## src/rtl/div_pkg.sv

```systemverilog
// Shared types and helpers for the multi-cycle integer divider.
package div_pkg;

    typedef enum logic [1:0] {
        DIV  = 2'b00,
        DIVU = 2'b01,
        REM  = 2'b10,
        REMU = 2'b11
    } div_op_e;

    typedef enum logic [1:0] {
        IDLE,
        CALC,
        DONE
    } div_state_e;

    function automatic logic is_signed(div_op_e op);
        return (op == DIV) || (op == REM);
    endfunction

endpackage

```

## src/rtl/div_step.sv

```systemverilog
// One combinational radix-2 restoring division step: shift R:Q left, trial-subtract the divisor.
module div_step #(
    parameter int WIDTH = 32
) (
    input  logic [WIDTH:0]   i_r,
    input  logic [WIDTH-1:0] i_q,
    input  logic [WIDTH-1:0] i_div,
    output logic [WIDTH:0]   o_r,
    output logic [WIDTH-1:0] o_q
);

    logic [WIDTH:0]   w_shift;
    logic [WIDTH+1:0] w_sub;
    logic             w_ge;

    assign w_shift = {i_r[WIDTH-1:0], i_q[WIDTH-1]};
    assign w_sub   = {1'b0, w_shift} - {2'b00, i_div};
    // A set R MSB means the shifted value already exceeds any divisor.
    assign w_ge    = ~w_sub[WIDTH+1] | i_r[WIDTH];

    assign o_r = w_ge ? w_sub[WIDTH:0] : w_shift;
    assign o_q = {i_q[WIDTH-2:0], w_ge};

endmodule

```

## src/rtl/int_div_unit.sv

```systemverilog
// Multi-cycle restoring divider for DIV/DIVU/REM/REMU with valid/ready on both sides.
module int_div_unit
    import div_pkg::*;
#(
    parameter int WIDTH = 32,
    parameter int CNT_W = $clog2(WIDTH + 1)
) (
    input  logic             clk,
    input  logic             rst_n,
    input  logic             in_valid,
    output logic             in_ready,
    input  logic [1:0]       in_op,
    input  logic [WIDTH-1:0] in_a,
    input  logic [WIDTH-1:0] in_b,
    output logic             out_valid,
    input  logic             out_ready,
    output logic [WIDTH-1:0] out_result,
    output logic             out_dbz
);

    div_state_e       r_state, w_next_state;
    div_op_e          r_op;
    logic             r_sign_a, r_sign_b;
    logic [WIDTH:0]   r_rem;
    logic [WIDTH-1:0] r_quo, r_div, r_result;
    logic             r_dbz;
    logic [CNT_W-1:0] r_cnt;

    div_op_e          w_op;
    logic             w_sgn_op, w_neg_a, w_neg_b, w_dbz, w_ovf, w_last;
    logic [WIDTH-1:0] w_abs_a, w_abs_b, w_fix_q, w_fix_r, w_final;
    logic [WIDTH:0]   w_step_r;
    logic [WIDTH-1:0] w_step_q;

    assign w_op     = div_op_e'(in_op);
    assign w_sgn_op = is_signed(w_op);
    assign w_neg_a  = w_sgn_op & in_a[WIDTH-1];
    assign w_neg_b  = w_sgn_op & in_b[WIDTH-1];
    assign w_abs_a  = w_neg_a ? -in_a : in_a;
    assign w_abs_b  = w_neg_b ? -in_b : in_b;
    assign w_dbz    = (in_b == '0);
    assign w_ovf    = w_sgn_op && (in_a == {1'b1, {(WIDTH-1){1'b0}}}) && (in_b == '1);
    assign w_last   = (r_cnt == CNT_W'(WIDTH - 1));

    div_step #(.WIDTH(WIDTH)) u_step (
        .i_r   (r_rem),
        .i_q   (r_quo),
        .i_div (r_div),
        .o_r   (w_step_r),
        .o_q   (w_step_q)
    );

    // Sign fix-up applies to the values produced by the final step.
    assign w_fix_q = (r_op == DIV && (r_sign_a ^ r_sign_b)) ? -w_step_q : w_step_q;
    assign w_fix_r = (r_op == REM && r_sign_a) ? -w_step_r[WIDTH-1:0] : w_step_r[WIDTH-1:0];
    assign w_final = r_op[1] ? w_fix_r : w_fix_q;

    always_ff @(posedge clk or negedge rst_n) begin
        if (!rst_n) r_state <= IDLE;
        else        r_state <= w_next_state;
    end

    always_comb begin
        w_next_state = r_state;
        case (r_state)
            IDLE:    if (in_valid) w_next_state = (w_dbz || w_ovf) ? DONE : CALC;
            CALC:    if (w_last) w_next_state = DONE;
            DONE:    if (out_ready) w_next_state = IDLE;
            default: w_next_state = IDLE;
        endcase
    end

    always_ff @(posedge clk or negedge rst_n) begin
        if (!rst_n) begin
            r_op     <= DIV;
            r_sign_a <= 1'b0;
            r_sign_b <= 1'b0;
            r_rem    <= '0;
            r_quo    <= '0;
            r_div    <= '0;
            r_cnt    <= '0;
            r_result <= '0;
            r_dbz    <= 1'b0;
        end else begin
            case (r_state)
                IDLE: if (in_valid) begin
                    r_op     <= w_op;
                    r_sign_a <= w_neg_a;
                    r_sign_b <= w_neg_b;
                    r_rem    <= '0;
                    r_quo    <= w_abs_a;
                    r_div    <= w_abs_b;
                    r_cnt    <= '0;
                    r_dbz    <= w_dbz;
                    if (w_dbz)      r_result <= in_op[1] ? in_a : '1;
                    else if (w_ovf) r_result <= in_op[1] ? '0 : in_a;
                end
                CALC: begin
                    r_rem <= w_step_r;
                    r_quo <= w_step_q;
                    r_cnt <= r_cnt + CNT_W'(1);
                    if (w_last) r_result <= w_final;
                end
                default: ;
            endcase
        end
    end

    assign in_ready   = (r_state == IDLE);
    assign out_valid  = (r_state == DONE);
    assign out_result = r_result;
    assign out_dbz    = r_dbz;

endmodule

```

## config.mk

```make
export PLATFORM = sky130hd
export DESIGN_NAME = int_div_unit
export DESIGN_NICKNAME = d
export VERILOG_FILES = /design/src/rtl/div_pkg.sv /design/src/rtl/div_step.sv /design/src/rtl/int_div_unit.sv
export SDC_FILE = /design/constraint.sdc
export NUM_CORES = 1
export LEC_CHECK = 0
export CAP_MARGIN = 5
export CORE_ASPECT_RATIO = 0.75
export CORE_MARGIN = 5
export CORE_UTILIZATION = 35
export DETAILED_ROUTE_END_ITERATION = 10
export SLEW_MARGIN = 20
export SYNTH_ARGS = -nofsm -noshare
export SYNTH_HDL_FRONTEND = slang
export SYNTH_SLANG_ARGS = --single-unit
```

## constraint.sdc

```tcl
create_clock -name clk -period 9.68 [get_ports clk]
set_clock_uncertainty 0.2 [all_clocks]
set_input_delay 1.936 -clock clk [delete_from_list [all_inputs] [get_ports clk]]
set_output_delay 1.936 -clock clk [all_outputs]
set_load 0.01 [all_outputs]
```

==> run summary, run 1 <==
R2r startpoint -> r_rem[5]$_DFFE_PN0P_
RSZ-0062 raised after global routing -> false
Slowest cell on the critical path -> inv_2
Largest net degree at the start of global routing -> 91
Setup repair bufs after CTS -> 0
Core Region -> 0.0345 mm²
Die ar. -> 0.0387 mm²
WL/cell -> 19.8 µm
CTS tree -> done
Minimum clock period -> 5950 ps
Ant. Diodes -> 0
IO buf count -> 104
Netlist cell types -> 96
Final hold violation count -> 0
Yosys reg bits -> 142
DR vias -> 12.0k
Critical Path Start Type -> flop
WS Path Type -> reg -> reg
Area growth, synth to finish -> 15.1%
Status -> finished clean
GRT Resource Usage Total -> 20.6%
Max-slew violation count -> 0
Asr flop ratio synth -> 100%
Net Sw Frac -> 53.6%
Vias in the first global route -> 11.1k
Slowest Stage Delay on Critical Path -> 710 ps
P_leak -> 5.49 nW
Total CTS buffers -> 17
Peak supply drop -> 0.278 mV
Post-Route WL -> 40500 µm
CTS Sinks -> 142
Clock Root Buffer -> clkbuf_16
Number of top-level pins -> 105
F_max -> 168 MHz
Synth Net Count -> 1657
Post-CTS sizing -> 0
Die H -> 172 µm
Synth warn -> 0
Gate power share -> 69.3%
Mapped Cells -> 1548
Power per cell area -> 422 mW/mm²
Fin util -> 40.6%
Max cap viols -> 0
Final setup violation count -> 0
Hold Crit Depth -> 2
Drt via density -> 5.84
Sequential area share after synthesis -> 29.2%
Syn Area/Cell -> 7.86 µm²
Ys flop type -> dfrtp_1
H-Tree Level Count -> 4
Share of cells above drive strength 1 -> 5.41%
Global-route wire length before repair -> 63400 µm
Sequential share of power -> 20.0%
Die width -> 225 µm
Clock power frac -> 10.7%
Iteration-0 DRC Markers -> 1028
DR pass1 iterations -> 6
Max Buffers Root-to-Sink -> 2
Final GP Congestion -> 0.915
Max-slew headroom -> 30.7%
Hold_sp -> out_result[1]$_DFFE_PN0P_
Setup_tns -> 0 ps
Final Power -> 5.91 mW
DRC -> 0
Worst Path Arrival -> 6060 ps
Clock transition at path regs -> 60 ps
R2R depth -> 17
Starting Density -> 35.2%
Worst EP required -> 9790 ps
FF-to-FF setup slack -> 3730 ps
Pint -> 2.74 mW
Worst hold path type -> reg -> reg
Crit end category -> flop
R2r endpoint -> out_result[30]$_DFFE_PN0P_
Tightest Pin Transition -> 1010 ps
P_sw -> 3.17 mW
Grt ovf -> 0
Clk_lat worst skew -> 450 ps
Num rows -> 59
Post-route ant nets -> 0
Initial antenna violation count -> 1
Worst Hold End -> out_result[1]$_DFFE_PN0P_
CP max FO -> 44
Final Cycle Share -> 61.4%
Hold Buf Count CTS -> 0
Nets@finish -> 1689
Mapped Area -> 0.0122 mm²
Detail Placement HPWL -> 30500 µm
Number of synthesized flops with an enable pin -> 0
Worst path cell trace -> ha_1, a21o_1, a31oi_1, o21ai_2, o311ai_4, nand2_4, inv_2, ha_1, nand3b_1, or3_1, o41ai_1, xor2_1, nor3_1, nor3_1, nand3b_1, mux2i_1, a311oi_1
worst max-delay path by stage:
stage	from	end	slack, ps	depth (start not counted)
after CTS	r_rem[5]$_DFFE_PN0P_	out_result[30]$_DFFE_PN0P_	3820	17
after global placement	in_b[12]	out_result[30]$_DFFE_PN0P_	3660	13
after floorplan	r_rem[5]$_DFFE_PN0P_	out_result[28]$_DFFE_PN0P_	4620	20
after global routing	r_rem[27]$_DFFE_PN0P_	out_result[28]$_DFFE_PN0P_	3170	16
after detailed placement	in_b[12]	out_result[30]$_DFFE_PN0P_	3540	13
final	r_rem[5]$_DFFE_PN0P_	out_result[30]$_DFFE_PN0P_	3730	17
cell usage after synthesis (all sizes together) (11+ instances only):
| library cell | count | area, µm² |
|---|---|---|
| a211oi | 21 | 158 |
| a21oi | 107 | 536 |
| a22oi | 33 | 248 |
| a31oi | 19 | 125 |
| and2 | 11 | 68.8 |
| buf | 27 | 154 |
| clkbuf | 76 | 285 |
| dfrtp | 142 | 3550 |
| ha | 38 | 475 |
| inv | 57 | 214 |
| maj3 | 18 | 180 |
| mux2i | 27 | 274 |
| nand2 | 148 | 563 |
| nand2b | 17 | 106 |
| nand3 | 58 | 300 |
| nand4 | 17 | 113 |
| nor2 | 119 | 447 |
| nor3 | 41 | 205 |
| nor4 | 26 | 163 |
| o211ai | 11 | 87.6 |
| o21ai | 194 | 978 |
| o31ai | 23 | 196 |
| or3 | 17 | 106 |
| xnor2 | 70 | 613 |
| xor2 | 59 | 517 |
placed cells by master (no fill, tap or decap), types with 12 or more instances in the layout:
master,count
a31oi_1,18
nand2b_1,16
nor2_1,118
or3_1,17
clkbuf_16,17
a211oi_1,21
nor4_1,26
mux2i_1,26
a21oi_1,107
ha_1,38
nor3_1,41
o21ai_0,187
xnor2_1,70
buf_4,12
xor2_1,59
maj3_1,18
nand4_1,16
o31ai_1,20
dfrtp_1,142
nand2_1,146
a22oi_1,33
inv_1,56
nand3_1,56
clkdlybuf4s50_1,103
cell type report:
| type | count | area [µm²] |
|---|---|---|
| Clock inverter | 11 | 95.1 |
| Fill cell | 3493 | 20500 |
| Clock buffer | 19 | 443 |
| Inverter | 59 | 221 |
| Sequential cell | 142 | 3550 |
| Tap cell | 457 | 572 |
| Timing Repair Buffer | 116 | 1130 |
| Multi-Input combinational cell | 1244 | 8000 |
metal layers:
| metal | global-route usage (%) | share of wire (%) | wire [µm] |
|---|---|---|---|
| met5 | 0 | 0.027 | 11 |
| met1 | 30.5 | 48 | 19300 |
| met4 | 4.55 | 1.5 | 616 |
| met2 | 30.1 | 43 | 17300 |
| met3 | 5.26 | 8.0 | 3250 |
state kept, by name, indices dropped and copies added (netlist names):
| signal | count |
|---|---|
| r_op | 2 |
| r_quo | 32 |
| r_sign_b | 1 |
| r_cnt | 6 |
| out_result | 32 |
| out_dbz | 1 |
| r_rem | 33 |
| r_sign_a | 1 |
| r_div | 32 |
| r_state | 2 |
power by group through the flow:
| stage | Sequential, mW | Clock [mW] | Combinational, mW |
|---|---|---|---|
| after CTS | 1.18 | 0.645 | 4.04 |
| after detailed placement | 1.18 | 0 | 4.02 |
| final | 1.18 | 0.633 | 4.10 |
| after floorplan | 1.10 | 0 | 3.01 |
| after global placement | 1.17 | 0 | 3.99 |
| after global routing | 1.22 | 0.672 | 4.51 |
critical path, delay by kind of cell, from the launching register on:
kind                       cells  cell delay, ps
AOI/OAI and AO/OA              6            1690
buffers and inverters          1             710
muxes                          1             130
xor gates and xnor gates       1             220
DFF                            1             420
and+or+nand+nor                6            1700
adders and majority gates      2             750
cell families after synthesis:
kind of cell | synth area share [%]
flops | 29.2
fa+ha+maj | 5.55
xor+xnor | 9.28
mux | 2.93
simple gates | 20.9
compound gates | 26.8
buf+inv | 5.43
through the flow:
step	hold slack [ps]	instances	setup WS (ps)	area, µm²
global route	300	2048	3170	14000
detailed placement	272	2018	3540	13500
global placement	265	2018	3660	13500
CTS	285	2048	3820	14000
floorplan	244	1548	4620	12200
finish	279	2048	3730	14000
(Power assumes the default switching activity.)
==> inputs of run 2 (changes only) <==
- clock period: 9.68 -> 4.8 ns (I/O delays scaled with it)
==> run 2 against run 1 <==
Power grew 120%; sequential power rose by 99%; combinational power is 130% higher; critical path type unchanged; critical endpoint unchanged; largest cell class unchanged.
==> run summary, run 2 (same netlist as run 1, synthesis figures left out) <==
Status -> finished clean (unchanged)
Net Sw Frac -> 51.9% (was 53.6%)
Number of top-level pins -> 105 (unchanged)
Worst path cell trace -> ha_1, a21oi_1, o21ai_1, a311oi_2, o21a_1, nand2_4, buf_4, inv_2, ha_1, nand3b_1, or3_1, o41ai_1, xor2_1, nor3_1, nor3_1, nand3b_1, mux2i_1, a311oi_1 (was ha_1, a21o_1, a31oi_1, o21ai_2, o311ai_4, nand2_4, inv_2, ha_1, nand3b_1, or3_1, o41ai_1, xor2_1, nor3_1, nor3_1, nand3b_1, mux2i_1, a311oi_1)
DR vias -> 12.4k (was 12.0k)
RSZ-0062 raised after global routing -> false (unchanged)
Commonest non-fill, non-tap cell in the layout -> o21ai_0 (unchanged)
Gate power share -> 71.8% (was 69.3%)
Critical Path Start Type -> flop (unchanged)
Grt ovf -> 0 (unchanged)
# placed instances -> 2126 (was 2018)
Total CTS buffers -> 17 (unchanged)
WS Path Type -> reg -> reg (unchanged)
Area growth, synth to finish -> 22.9% (was 15.1%)
Ant. Diodes -> 0 (unchanged)
Drt via density -> 5.76 (was 5.84)
Clock transition at path regs -> 70 ps (was 60 ps)
CTS Sinks -> 142 (unchanged)
Sequential share of power -> 17.9% (was 20.0%)
Final Power -> 13.1 mW (was 5.91 mW)
Max-slew violation count -> 0 (unchanged)
CTS tree -> done (unchanged)
Initial antenna violation count -> 3 (was 1)
Max cap viols -> 0 (unchanged)
Post-CTS sizing -> 0 (unchanged)
Slowest cell on the critical path -> or3_1 (was inv_2)
Global-route wire length before repair -> 67600 µm (was 63400 µm)
Detail Placement HPWL -> 33500 µm (was 30500 µm)
Crit end category -> flop (unchanged)
Pint -> 6.32 mW (was 2.74 mW)
Final-layout fill cell count -> 3509 (was 3493)
Clock power frac -> 10.3% (was 10.7%)
Final Cycle Share -> 95.0% (was 61.4%)
P_leak -> 6.06 nW (was 5.49 nW)
Storage cell area -> 0.00355 mm² (unchanged)
P_sw -> 6.81 mW (was 3.17 mW)
Multi-input gate area -> 0.00805 mm² (was 0.00800 mm²)
Share of cells above drive strength 1 -> 11.9% (was 5.41%)
Worst Path Arrival -> 4680 ps (was 6060 ps)
Core Region -> 0.0345 mm² (unchanged)
Tightest Pin Transition -> 1020 ps (was 1010 ps)
Largest register by flop count -> r_rem (unchanged)
WL/cell -> 20.1 µm (was 19.8 µm)
Vias in the first global route -> 11.7k (was 11.1k)
Slowest Stage Delay on Critical Path -> 490 ps (was 710 ps)
Worst EP required -> 4920 ps (was 9790 ps)
Post-route insts no fill -> 2159 (was 2048)
Starting Density -> 35.2% (unchanged)
Minimum clock period -> 4560 ps (was 5950 ps)
Max FFs per register -> 33 (unchanged)
H-Tree Level Count -> 4 (unchanged)
GRT Resource Usage Total -> 22.0% (was 20.6%)
Max-slew headroom -> 31.8% (was 30.7%)
DR pass1 iterations -> 6 (unchanged)
Setup repair bufs after CTS -> 0 (unchanged)
Nets@finish -> 1798 (was 1689)
Iteration-0 DRC Markers -> 1057 (was 1028)
Die ar. -> 0.0387 mm² (unchanged)
CP max FO -> 6 (was 44)
Setup_tns -> 0 ps (unchanged)
WHS -> 177 ps (was 279 ps)
Post-route ant nets -> 0 (unchanged)
Commonest cells after routing, fill and taps aside -> o21ai_0, nand2_1, dfrtp_1 (unchanged)
IO buf count -> 104 (unchanged)
Die H -> 172 µm (unchanged)
Num rows -> 59 (unchanged)
Clk_lat worst skew -> 450 ps (about the same)
Max Buffers Root-to-Sink -> 2 (unchanged)
Largest net degree at the start of global routing -> 98 (was 91)
Fin util -> 43.3% (was 40.6%)
Power per cell area -> 877 mW/mm² (was 422 mW/mm²)
F_max -> 219 MHz (was 168 MHz)
Hold Buf Count CTS -> 0 (unchanged)
Final setup violation count -> 0 (unchanged)
DRC -> 0 (unchanged)
Final GP Congestion -> 0.928 (was 0.915)
Die width -> 225 µm (unchanged)
Post-Route WL -> 43400 µm (was 40500 µm)
Worst hold path type -> in -> async (was reg -> reg)
Peak supply drop -> 0.683 mV (was 0.278 mV)
Final hold violation count -> 0 (unchanged)
Clock Root Buffer -> clkbuf_16 (unchanged)
-- run 2: changes by cell type in the layout (fill, tap and decap cells not counted), sizes merged --
cell and delta:
clkbuf -1, buf +109, bufinv +1, clkinvlp +2
-- run 2: final cells by class --
cell class / instances / share of cell area (%)
clock buffer: 18 / 2.93
clock inverter: 14 / 0.962
multi-input combinational: 1244 / 53.8
timing repair buffer: 225 / 13.3
sequential: 142 / 23.7
tap: 457 / 3.82
inverter: 59 / 1.48
-- run 2: power groups by stage --
stage	clock (mW)	sequential [mW]	combinational, mW
finish	1.36	2.35	9.42
global route	1.44	2.41	10.3
floorplan	0	2.21	6.09
CTS	1.38	2.34	9.23
detailed placement	0	2.35	9.19
global placement	0	2.34	9.11
-- run 2: worst paths after layout --
path                                       start                         end  slack [ps]  cells past startpoint
setup / recovery           r_rem[27]$_DFFE_PN0P_  out_result[30]$_DFFE_PN0P_         240                     18
max in group asynchronous                  rst_n        r_quo[7]$_DFFE_PN0P_        3140                      3
setup reg to reg           r_rem[27]$_DFFE_PN0P_  out_result[30]$_DFFE_PN0P_         240                     18
hold / removal                             rst_n        r_div[8]$_DFFE_PN0P_         180                      1
min in group clk           r_div[19]$_DFFE_PN0P_       r_div[19]$_DFFE_PN0P_         280                      2
hold reg to reg            r_div[19]$_DFFE_PN0P_       r_div[19]$_DFFE_PN0P_         280                      2
-- run 2: worst max-delay path: cells and delay by family, from the launching register on --
family          cells  cell delay [ps]
compound gates      6             1420
fa+ha+maj           2              570
xor+xnor            1              230
buf+inv             2              210
flops               1              400
simple gates        6             1240
mux                 1              130
-- run 2: per-stage QoR --
| stage | instance area, µm² | setup WS, ps |
|---|---|---|
| 2_1_floorplan | 12200 | 11.4 |
| 3_3_place_gp | 14300 | 253 |
| 3_5_place_dp | 14300 | 91.5 |
| 4_1_cts | 14900 | 89.1 |
| 5_1_grt | 15000 | 1.86 |
| 6_report | 15000 | 240 |
-- run 2: metal layers --
layer | vias up | global-route usage [%] | part of all wire [%]
met2 | 405 | 32.3 | 43
li1 | 5954 | - | -
met5 | - | 0 | 0.032
met4 | 2 | 4.23 | 1.3
met1 | 6032 | 33.7 | 50
met3 | 47 | 4.30 | 6.5
==> inputs of run 3 (changes only) <==
- CORE_UTILIZATION: 35 -> 40
- RECOVER_POWER: not set -> 25
==> run 3 against run 2 <==
The run now ends with capacitance limit, slew limit left; clock-buffer cell count grew 4; hold slack better by 100 ps; global-route usage increased by 2.1 points; core utilization is 5.8 points higher; clock power grew 7%.
==> run summary, run 3 (same netlist as run 1, synthesis figures left out) <==
Core Region -> 0.0301 mm² (was 0.0345 mm²)
Minimum clock period -> 4540 ps (was 4560 ps)
Slowest Stage Delay on Critical Path -> 620 ps (was 490 ps)
P_leak -> 5.99 nW (was 6.06 nW)
Initial antenna violation count -> 3 (unchanged)
Nets@finish -> 1781 (was 1798)
Multi-input gate area -> 0.00805 mm² (about the same)
Commonest non-fill, non-tap cell in the layout -> o21ai_0 (unchanged)
Starting Density -> 40.5% (was 35.2%)
CP max FO -> 6 (unchanged)
Clock transition at path regs -> 60 ps (was 70 ps)
Die ar. -> 0.0341 mm² (was 0.0387 mm²)
Worst slack at placement -> 161 ps (was 91.5 ps)
Max FFs per register -> 33 (unchanged)
GRT Resource Usage Total -> 24.1% (was 22.0%)
Worst EP required -> 4940 ps (was 4920 ps)
Worst hold path type -> reg -> reg (was in -> async)
Post-route ant nets -> 0 (unchanged)
Max Buffers Root-to-Sink -> 2 (unchanged)
Commonest cells after routing, fill and taps aside -> o21ai_0, nand2_1, dfrtp_1 (unchanged)
WHS -> 277 ps (was 177 ps)
Die H -> 161 µm (was 172 µm)
Global-route wire length before repair -> 65800 µm (was 67600 µm)
Final hold violation count -> 0 (unchanged)
Number of top-level pins -> 105 (unchanged)
Final setup violation count -> 0 (unchanged)
Ant. Diodes -> 0 (unchanged)
Area growth, synth to finish -> 21.4% (was 22.9%)
Worst Path Arrival -> 4670 ps (was 4680 ps)
Max-slew violation count -> 94 (was 0)
Most common cell type on the critical path -> buf_4
Max cap viols -> 1 (was 0)
GRT busiest layer -> met1 (unchanged)
Drt via density -> 5.94 (was 5.76)
DR vias -> 12.4k (about the same)
Final-layout fill cell count -> 2905 (was 3509)
H-Tree Level Count -> 4 (unchanged)
R2r startpoint -> r_div[0]$_DFFE_PN0P_ (was r_rem[27]$_DFFE_PN0P_)
DR pass1 iterations -> 6 (unchanged)
Die width -> 211 µm (was 225 µm)
Num rows -> 55 (was 59)
Largest net degree at the start of global routing -> 94 (was 98)
M3 GR Usage -> 5.34% (was 4.30%)
CTS tree -> done (unchanged)
Power per cell area -> 878 mW/mm² (was 877 mW/mm²)
Worst path cell trace -> ha_1, fa_1, nor2b_1, o2111ai_1, a21oi_1, o31ai_1, a2111oi_0, buf_4, o21a_1, o21a_1, o31ai_2, buf_4, nor4_1, buf_4, mux2i_1, a311oi_1 (was ha_1, a21oi_1, o21ai_1, a311oi_2, o21a_1, nand2_4, buf_4, inv_2, ha_1, nand3b_1, or3_1, o41ai_1, xor2_1, nor3_1, nor3_1, nand3b_1, mux2i_1, a311oi_1)
Final Cycle Share -> 94.5% (was 95.0%)
Hold_sp -> r_div[25]$_DFFE_PN0P_
Peak supply drop -> 0.437 mV (was 0.683 mV)
Status -> complete, but fails checks (was finished clean)
Final GP Congestion -> 0.917 (was 0.928)
Final setup margin -> 264 ps (was 240 ps)
Max-slew headroom -> -69.6% (was 31.8%)
CP delay by family, top -> compound AO/OA/AOI/OAI gates (unchanged)
WL/cell -> 20.0 µm (was 20.1 µm)
Largest register by flop count -> r_rem (unchanged)
Worst Hold End -> r_div[25]$_DFFE_PN0P_
FF-to-FF setup slack -> 260 ps (was 240 ps)
F_max -> 220 MHz (was 219 MHz)
R2R depth -> 16 (was 18)
GR Util met2 -> 35.0% (was 32.3%)
Grt ovf -> 0 (unchanged)
Tightest Pin Transition -> 2540 ps (was 1020 ps)
Slowest cell on the critical path -> a2111oi_0 (was or3_1)
M1 GR Usage -> 36.6% (was 33.7%)
IO buf count -> 104 (unchanged)
Crit end category -> flop (unchanged)
Share of cells above drive strength 1 -> 10.9% (was 11.9%)
Critical Path Start Type -> flop (unchanged)
Detail Placement HPWL -> 32300 µm (was 33500 µm)
CTS Sinks -> 142 (unchanged)
Storage cell area -> 0.00355 mm² (unchanged)
Post-Route WL -> 41700 µm (was 43400 µm)
Hold Crit Depth -> 2
DRC -> 0 (unchanged)
Clk_lat worst skew -> 450 ps (about the same)
R2r endpoint -> out_result[30]$_DFFE_PN0P_ (unchanged)
Failing checks -> capacitance limit, slew limit
CP bufs+invs -> 3 (was 2)
Clock Root Buffer -> clkbuf_16 (unchanged)
Vias in the first global route -> 11.5k (was 11.7k)
WS Path Type -> reg -> reg (unchanged)
Iteration-0 DRC Markers -> 1211 (was 1057)
Total CTS buffers -> 17 (unchanged)
==> run 3: layer usage <==
metal / up-vias / part of all wire (%)
li1: 5896 / -
met1: 6004 / 49
met2: 422 / 42
met3: 58 / 6.7
met4: 4 / 1.7
met5: - / 0.053
==> run 3: how the worst max path moves through the flow <==
stage | start | endpoint | cells past startpoint
2_1_floorplan | r_rem[5]$_DFFE_PN0P_ | out_result[30]$_DFFE_PN0P_ | 21
3_3_place_gp | r_rem[18]$_DFFE_PN0P_ | out_result[28]$_DFFE_PN0P_ | 18
3_5_place_dp | in_b[13] | out_result[17]$_DFFE_PN0P_ | 13
6_report | r_div[0]$_DFFE_PN0P_ | out_result[30]$_DFFE_PN0P_ | 16
4_1_cts | r_rem[26]$_DFFE_PN0P_ | out_result[30]$_DFFE_PN0P_ | 19
5_1_grt | r_rem[14]$_DFFE_PN0P_ | out_result[30]$_DFFE_PN0P_ | 17
==> run 3: repair_timing <==
item / CTS / global route
gates resized for setup: 0 / 9
buffers inserted: 0 / 0
endpoints found under the setup margin: 0 / 7
hold buffers: 0 / 0
==> run 3: layout make-up <==
cell class / instances / share of cell area (%)
inverters: 59 / 1.50
repair buffers: 208 / 12.4
multi-input cells: 1244 / 54.5
clock buffers: 22 / 3.14
well taps: 399 / 3.38
flip-flops and latches: 142 / 24.0
clock inverters: 10 / 1.09
==> run 3: through the flow <==
| stage | TNS [ps] | instances | utilization (%) | total power [mW] | instance area, µm² |
|---|---|---|---|---|---|
| 3_3_place_gp | 0 | 2052 | 47.0 | 11.2 | 14100 |
| 2_1_floorplan | 0 | 1548 | - | 8.30 | 12200 |
| 6_report | 0 | 2084 | 49.1 | 13.0 | 14800 |
| 5_1_grt | -28.5 | 2084 | 49.1 | 14.1 | 14800 |
| 4_1_cts | 0 | 2084 | 49.0 | 12.8 | 14700 |
| 3_5_place_dp | 0 | 2052 | 47.0 | 11.3 | 14100 |
==> run 3: report_power, final <==
group          internal, mW  switching (mW)  total [mW]
logic                  3.66            5.50        9.16
registers              1.77           0.595        2.37
clock network         0.896           0.555        1.45
==> run 3: worst register-to-register path, stage by stage (launching register included) <==
cell	delay, ps
dfrtp_1	440
ha_1	240
fa_1	420
nor2b_1	240
o2111ai_1	150
a21oi_1	400
o31ai_1	190
a2111oi_0	620
buf_4	220
o21a_1	160
o21a_1	140
o31ai_2	70
buf_4	180
nor4_1	270
buf_4	160
mux2i_1	70
a311oi_1	260
